[config.mk]
export PLATFORM = sky130hd
export DESIGN_NAME = hex_sr_port_flat
export DESIGN_NICKNAME = d
export VERILOG_FILES = /design/src/rtl/hex_sr_pkg.sv /design/src/rtl/hex_sr_port_if.sv /design/src/rtl/hex_sr_pos_ctr.sv /design/src/rtl/hex_sr_port.sv /design/src/flat_wrapper.sv
export SDC_FILE = /design/constraint.sdc
export NUM_CORES = 1
export LEC_CHECK = 0
export ABC_CLOCK_PERIOD_IN_PS = 3050
export BUFFER_PORTS_ARGS = -buffer_cell sky130_fd_sc_hd__buf_2
export CORE_ASPECT_RATIO = 1.25
export CORE_UTILIZATION = 35
export CTS_CLUSTER_DIAMETER = 40
export DETAILED_ROUTE_END_ITERATION = 8
export MAX_ROUTING_LAYER = met4
export SLEW_MARGIN = 0
export SYNTH_ARGS = -nofsm -noshare
export SYNTH_HDL_FRONTEND = slang
export SYNTH_SLANG_ARGS = --single-unit
[constraint.sdc]
create_clock -name clk -period 3.05 [get_ports clk]
set_input_delay 0.61 -clock clk [delete_from_list [all_inputs] [get_ports clk]]
set_output_delay 0.61 -clock clk [all_outputs]
set_load 0.03 [all_outputs]
[src/rtl/hex_sr_pkg.sv]
// Shared constants and state encoding for the hex_sr loop and its
// random-access port.
package hex_sr_pkg;

  localparam int HEX_SR_LENGTH = 40;
  localparam int HEX_SR_WIDTH  = 6;

  typedef enum logic [1:0] {
    IDLE = 2'd0,
    WAIT = 2'd1,
    RESP = 2'd2
  } port_state_t;

endpackage

[src/rtl/hex_sr_port_if.sv]
// Request/response handshake between a requester and hex_sr_port.
interface hex_sr_port_if #(
  parameter int AW    = 6,
  parameter int WIDTH = 6
);

  logic             req_valid;
  logic             req_ready;
  logic             req_we;
  logic [AW-1:0]    req_addr;
  logic [WIDTH-1:0] req_wdata;
  logic             rsp_valid;
  logic [WIDTH-1:0] rsp_rdata;
  logic             rsp_err;

  modport master (
    output req_valid, req_we, req_addr, req_wdata,
    input  req_ready, rsp_valid, rsp_rdata, rsp_err
  );

  modport slave (
    input  req_valid, req_we, req_addr, req_wdata,
    output req_ready, rsp_valid, rsp_rdata, rsp_err
  );

endinterface

[src/rtl/hex_sr_pos_ctr.sv]
// Modulo-LENGTH position counter tracking which logical word is on sr_out.
module hex_sr_pos_ctr
  import hex_sr_pkg::*;
#(
  parameter  int LENGTH = HEX_SR_LENGTH,
  localparam int AW     = $clog2(LENGTH)
) (
  input  logic          clk,
  input  logic          reset,
  output logic [AW-1:0] pos
);

  localparam logic [AW-1:0] LAST = AW'(LENGTH - 1);
  localparam logic [AW-1:0] ONE  = AW'(1);

  // Advance once per clock, wrapping after the last word.
  always_ff @(posedge clk) begin
    if (reset) begin
      pos <= {AW{1'b0}};
    end else if (pos == LAST) begin
      pos <= {AW{1'b0}};
    end else begin
      pos <= pos + ONE;
    end
  end

endmodule

[src/rtl/hex_sr_port.sv]
// Random-access port for hex_sr: waits for the addressed word to rotate onto
// sr_out, then captures it and optionally overwrites it with a recirc break.
module hex_sr_port
  import hex_sr_pkg::*;
#(
  parameter  int LENGTH = HEX_SR_LENGTH,
  parameter  int WIDTH  = HEX_SR_WIDTH,
  localparam int AW     = $clog2(LENGTH)
) (
  input  logic             clk,
  input  logic             reset,
  hex_sr_port_if.slave     bus,
  input  logic [WIDTH-1:0] sr_out,
  output logic             recirc,
  output logic [WIDTH-1:0] sr_in,
  output logic [AW-1:0]    pos
);

  port_state_t      state_q;
  logic             we_q;
  logic [AW-1:0]    addr_q;
  logic [WIDTH-1:0] wdata_q;
  logic [WIDTH-1:0] rdata_q;
  logic             err_q;
  logic             addr_ok;
  logic             match;
  logic             write_hit;

  hex_sr_pos_ctr #(.LENGTH(LENGTH)) u_pos_ctr (
    .clk   (clk),
    .reset (reset),
    .pos   (pos)
  );

  assign addr_ok = (int'(bus.req_addr) < LENGTH);
  assign match   = (state_q == WAIT) && (pos == addr_q);

  // Reset masks the write so a match cycle under reset leaves the loop intact.
  assign write_hit = match && we_q && !reset;

  // Request FSM with address/data latches and read capture.
  always_ff @(posedge clk) begin
    if (reset) begin
      state_q <= IDLE;
      we_q    <= 1'b0;
      addr_q  <= {AW{1'b0}};
      wdata_q <= {WIDTH{1'b0}};
      rdata_q <= {WIDTH{1'b0}};
      err_q   <= 1'b0;
    end else begin
      case (state_q)
        IDLE: begin
          if (bus.req_valid) begin
            if (addr_ok) begin
              we_q    <= bus.req_we;
              addr_q  <= bus.req_addr;
              wdata_q <= bus.req_wdata;
              err_q   <= 1'b0;
              state_q <= WAIT;
            end else begin
              rdata_q <= {WIDTH{1'b0}};
              err_q   <= 1'b1;
              state_q <= RESP;
            end
          end else begin
            state_q <= IDLE;
          end
        end
        WAIT: begin
          if (match) begin
            rdata_q <= sr_out;
            state_q <= RESP;
          end else begin
            state_q <= WAIT;
          end
        end
        RESP: begin
          state_q <= IDLE;
        end
        default: begin
          state_q <= IDLE;
        end
      endcase
    end
  end

  assign bus.req_ready = (state_q == IDLE) && !reset;
  assign bus.rsp_valid = (state_q == RESP);
  assign bus.rsp_rdata = rdata_q;
  assign bus.rsp_err   = err_q;

  assign recirc = !write_hit;
  assign sr_in  = write_hit ? wdata_q : {WIDTH{1'b0}};

endmodule

[src/flat_wrapper.sv]
// flat-port wrapper written by rule: the top's interface ports become plain ports
module hex_sr_port_flat import hex_sr_pkg::*;
#(
  parameter  int LENGTH = HEX_SR_LENGTH,
  parameter  int WIDTH  = HEX_SR_WIDTH,
  localparam int AW     = $clog2(LENGTH)
)
  (clk, reset, sr_out, recirc, sr_in, pos, bus_req_valid, bus_req_we, bus_req_addr, bus_req_wdata, bus_req_ready, bus_rsp_valid, bus_rsp_rdata, bus_rsp_err);
  hex_sr_port_if #(.AW((6)), .WIDTH(WIDTH)) bus_i ();
  input  logic clk;
  input  logic reset;
  input  logic [WIDTH-1:0] sr_out;
  output logic recirc;
  output logic [WIDTH-1:0] sr_in;
  output logic [AW-1:0] pos;
  input wire logic [$bits(bus_i.req_valid)-1:0] bus_req_valid;
  input wire logic [$bits(bus_i.req_we)-1:0] bus_req_we;
  input wire logic [$bits(bus_i.req_addr)-1:0] bus_req_addr;
  input wire logic [$bits(bus_i.req_wdata)-1:0] bus_req_wdata;
  output wire logic [$bits(bus_i.req_ready)-1:0] bus_req_ready;
  output wire logic [$bits(bus_i.rsp_valid)-1:0] bus_rsp_valid;
  output wire logic [$bits(bus_i.rsp_rdata)-1:0] bus_rsp_rdata;
  output wire logic [$bits(bus_i.rsp_err)-1:0] bus_rsp_err;
  assign bus_i.req_valid = bus_req_valid;
  assign bus_i.req_we = bus_req_we;
  assign bus_i.req_addr = bus_req_addr;
  assign bus_i.req_wdata = bus_req_wdata;
  assign bus_req_ready = bus_i.req_ready;
  assign bus_rsp_valid = bus_i.rsp_valid;
  assign bus_rsp_rdata = bus_i.rsp_rdata;
  assign bus_rsp_err = bus_i.rsp_err;
  hex_sr_port #(.LENGTH(LENGTH), .WIDTH(WIDTH)) u_core (.clk(clk), .reset(reset), .bus(bus_i), .sr_out(sr_out), .recirc(recirc), .sr_in(sr_in), .pos(pos));
endmodule
# [Yosys cells after proc, flatten, opt, wreduce, memory -nomap -nowiden]
# Cells that the tools add are included.
[word_totals] regBits=28 inputBits=22 output_inout_bits=22 word_cells=38
[classes] add_sub_neg=1 n_lt_le_gt_ge=1 eq_ne=7 mux=10 n_reduce_logical=12
[op_table] operator="6-bit 2-to-1 mux" count=4
[op_table] operator="6-bit one-hot mux with 2 select lines" count=1
[op_table] operator="6-bit by 1-bit adder with 6-bit output, second input constant" count=1
[op_table] operator="6-bit == test" count=1
[op_table] operator="6-bit == test, second input constant" count=1
[op_table] operator="6-bit < comparator, second input constant" count=1
[op_table] operator="2-bit 2-to-1 mux" count=3
[op_table] operator="1-bit logical AND" count=4
[op_table] operator="2-bit != test, second input constant" count=2
[op_table] operator="2-bit one-hot mux with 2 select lines" count=1
[op_table] operator="4-bit AND reduction" count=1
[op_table] operator="3-bit AND reduction" count=1
[op_table] operator="2-bit by 1-bit == test with 1-bit output, second input constant" count=1
[op_table] operator="2-bit == test, second input constant" count=1
[op_table] operator="1-bit zero test" count=2
[op_table] operator="2-bit zero test" count=1
[op_table] operator="2-bit by 1-bit != test with 1-bit output, second input constant" count=1
[op_table] operator="2-bit AND reduction" count=1
[op_table] operator="2-bit nonzero test" count=1
[op_table] operator="2-bit OR reduction" count=1
[op_table] operator="1-bit 2-to-1 mux" count=1

# [Logic depth before layout (Yosys ltp)]
[depth] word_depth=5 mapped_depth=5 depth_no_buf=4

# [Modules after synthesis]
# Synthesis repeated with hierarchy kept, for this count alone.
[unflattened] cells_unflattened=134 area_unflattened_um2=1249.9
[modules_own_cells] module="hex_sr_port" instances=1 cells_each=110 area_each_um2=1018.5 seq_area_each_um2=440.4
[modules_own_cells] module="hex_sr_pos_ctr" instances=1 cells_each=24 area_each_um2=231.5 seq_area_each_um2=120.1

# [Worst setup path before layout]
# No wires, ideal clock.
[synth_timing] path_kind="register to output" startpoint="reg u_core.u_pos_ctr.pos[5]" endpoint="out sr_in[0]" t_arrival_ps=1534 required_ps=2440 slack_ps=906 stages_incl_launch_ff=5 n_path_buf=0 path_cell_list="dfxtp_1 xnor2_1 nand4_4 nor3_4 and2_1"
[synth_via] elab_chain_cells=5
[synth_rtl] element="start: declaration" line_no="hex_sr_pos_ctr.sv:10" text="output logic [AW-1:0] pos"
[synth_rtl] element="start signal: assignment" line_no="hex_sr_pos_ctr.sv:19" text="pos <= {AW{1'b0}};"
[synth_rtl] element="start signal: assignment" line_no="hex_sr_pos_ctr.sv:21" text="pos <= {AW{1'b0}};"
[synth_rtl] element="start signal: assignment" line_no="hex_sr_pos_ctr.sv:23" text="pos <= pos + ONE;"
[synth_rtl] element="6-bit == test" line_no="hex_sr_port.sv:36" text="assign match = (state_q == WAIT) && (pos == addr_q);"
[synth_rtl] element="1-bit logical AND" line_no="hex_sr_port.sv:36"
[synth_rtl] element="1-bit logical AND (2 in series)" line_no="hex_sr_port.sv:39" text="assign write_hit = match && we_q && !reset;"
[synth_rtl] element="6-bit 2-to-1 mux" line_no="hex_sr_port.sv:93" text="assign sr_in = write_hit ? wdata_q : {WIDTH{1'b0}};"
[synth_rtl] element="end: declaration" line_no="flat_wrapper.sv:14" text="output logic [WIDTH-1:0] sr_in;"
# Every way passes these cells.

# [Worst setup path in the final report]
# Same ends and word-level chain as after synthesis.

==> impl_metrics.tcl <==
set metrics [dict create \
    critPathArrivalTime_ns 1.86 \
    cts-buffers-inserted 3 \
    fmax_mhz 405 \
    yosysTopAreaCell "dfxtp_1" \
    cts.sinks 28 \
    skew_ns 0.00647 \
    wl_um 2890 \
    start_util 0.367 \
    rows 24 \
    ir_drop_mv 0.250 \
    crit_start "u_core.u_pos_ctr.pos[5]" \
    hold_viol 0 \
    yosysTopAreaCellShare 0.439 \
    vias 1188 \
    cp_num_cells 5 \
    dieArea_mm2 0.00390 \
    synthMuxAreaShare 0 \
    avgSynthCellArea_um2 8.52 \
    die-height_um 69.5 \
    crit_buf_inv 1 \
    core_mm2 0.00348 \
    path_max_fanout 9 \
    multi_input_area_um2 673 \
    setup_viol 0 \
    cts_buffer_depth 2 \
    fillers 357 \
    synth_fa_ha_area_frac 0.00979 \
    wl_per_cell_um 12.6 \
    grt-ovfl-total 0 \
    synth_top_family_by_area "simple AND/OR/NAND/NOR gates" \
    finalWorstSetupSlack_ns 0.583 \
    cp-end-kind "output pin" \
    cts_setup_buffers 0 \
    cp_slowest_cell "dfxtp_1" \
    dp_cells 226 \
    path_clk_slew_ns 0.10 \
    power_density_mw_per_mm2 540 \
    syn_nets 173 \
    synth_cell_type_count 31 \
    slowest_delay_ns 0.36 \
    synth_compound_area_frac 0.150 \
    antenna_found_initial 0 \
    yosys_warnings 0 \
    dr.pass1.iters 5 \
    drive_above_1_share 0.293 \
    yosys.area_share.simple 0.293 \
    io_buffers 43 \
    ys_top_cells_by_area "dfxtp_1 (44%), nand2_1 (8.8%), a21oi_1 (7.1%)" \
    pre_cts_ws_ns 0.864 \
    path_delay_family "simple AND/OR/NAND/NOR gates" \
    postSynthCellCount 150 \
    fin_setup_tns_ns 0 \
    yosysSeqAreaShare 0.439 \
    synth_area_mm2 0.00128 \
    worstReg2RegStart "u_core.state_q[1]" \
    register_area_um2 561 \
    vias_per_cell 5.17 \
    grt_max_degree 27 \
    detail-route-antenna-nets 0 \
    hp-start "u_core.wdata_q[5]" \
    clock-root-buffer "clkbuf_8" \
    hold_depth 2 \
    slew_violations 0 \
    hp-class "flop to flop" \
    grt_usage 0.157 \
    hpwl_um 2160 \
    syn_to_final_growth_pct 24.0 \
    cp-start-kind "flop" \
    grt_pass1_vias 1102 \
    fin_cells 230 \
    cts_hold_buf 0 \
    worst_ep_required_time_ns 2.44 \
    maxCapViolations 0 \
    drc 0 \
    cts_tree "yes" \
    die_x_um 56.0 \
    layout_common_cells "buf_2 (43), nand2_1 (30), dfxtp_1 (28)" \
    worstSetupPathType "flop to output pin" \
    min_period_ns 2.47 \
    post-route-period-util 0.809 \
    nNetsFinal 215 \
    crit_path_cell_trace "xnor2_1 > nand4_4 > nor3_4 > and2_1 > buf_2" \
    final_common_cell "buf_2" \
    gp_congestion 0.745 \
    io_pins 44 \
    tightest_slew_ns 0.444 \
    slew_headroom 0.704 \
    rsz0062_at_grt "false" \
    n_antenna_cell 0 \
    synth-seq-cells 28 \
    synthXorXnorAreaFrac 0.0744 \
    ctsResizeCount 0 \
    drt-initial-drc-count 22 \
    cellLeakagePower_uw 0.000660 \
    worstSkewPairLatency_ns 0.28 \
    h-tree-depth 1 \
    status "finished clean" \
    rr_worst_depth 4 \
    grt_pass1_wl_um 4760 \
]
==> where the power goes <==
group	switching [uW]	internal (uW)	leakage [uW]	total, uW
combinational	100	57.0	0.000396	158
sequential	18.0	387	0.000228	405
clock	117	176	0.0000357	293
==> flip-flops by register name (all words and copies together), names as in the netlist <==
name                  cells
u_core.we_q               1
u_core.state_q            2
u_core.addr_q             6
u_core.bus.rsp_rdata      6
u_core.bus.rsp_err        1
u_core.wdata_q            6
u_core.u_pos_ctr.pos      6
==> cell families (layout without fill, tap and decap cells) <==
group | Yosys count | after routing
AOI/OAI and AO/OA | 32 | 32
xor gates and xnor gates | 10 | 10
adders and majority gates | 1 | 1
buffers and inverters | 9 | 50
DFF | 28 | 28
and+or+nand+nor | 70 | 70
==> routing by layer <==
| metal | part of all wire | GRT usage |
|---|---|---|
| met1 | 0.44 | 0.180 |
| met3 | 0.047 | 0.0224 |
| met4 | 0.015 | 0.0569 |
| met5 | 0 | - |
| met2 | 0.49 | 0.276 |
==> path summary, 6_finish.rpt <==
check / to / slack (ns)
worst max-delay path: sr_in[0] / 0.58
worst min-delay path: u_core.wdata_q[5] / 0.46
worst max register to register: u_core.bus.rsp_rdata[5] / 1.66
worst min register to register: u_core.wdata_q[5] / 0.46
==> cells in the mapped netlist <==
library cell and instances:
a211oi_1 1, a21oi_1 18, a21oi_2 1, a41o_1 1, and2_1 7, and2b_1 1
and2b_2 1, and4_1 1, buf_2 2, buf_6 1, clkbuf_1 4, dfxtp_1 28
ha_1 1, inv_1 2, nand2_1 30, nand2b_1 1, nand3_1 4, nand4_1 6
nand4_4 1, nor2_1 11, nor2_4 1, nor3_1 3, nor3_4 1, nor3b_2 1
o211ai_1 6, o21a_1 2, o21ai_0 3, or3b_4 1, xnor2_1 7, xnor2_2 1
xor2_1 2
==> tightest hold or removal path, cell delays in order, from the launching register on <==
cell and delay (ns):
dfxtp_1 0.32, nand2_1 0.05, a21oi_1 0.05
==> cell type report <==
| cell class | instances | share of cell area |
|---|---|---|
| repair buffers | 44 | 0.141 |
| well taps | 39 | 0.0308 |
| multi-input cells | 113 | 0.425 |
| inverters | 2 | 0.00474 |
| clock buffers | 3 | 0.0261 |
| clock inverters | 1 | 0.0190 |
| flip-flops and latches | 28 | 0.354 |
==> through the flow <==
step	cell area [um2]	total power, uW	utilization	hold slack, ns
after global routing	1580	893	0.455	0.491
after CTS	1580	862	0.455	0.464
after floorplan	1280	530	-	0.432
final	1580	855	0.455	0.461
after detailed placement	1510	571	0.434	0.447
after global placement	1510	567	0.434	0.441
Note: power is estimated with default switching activity, not from simulation.
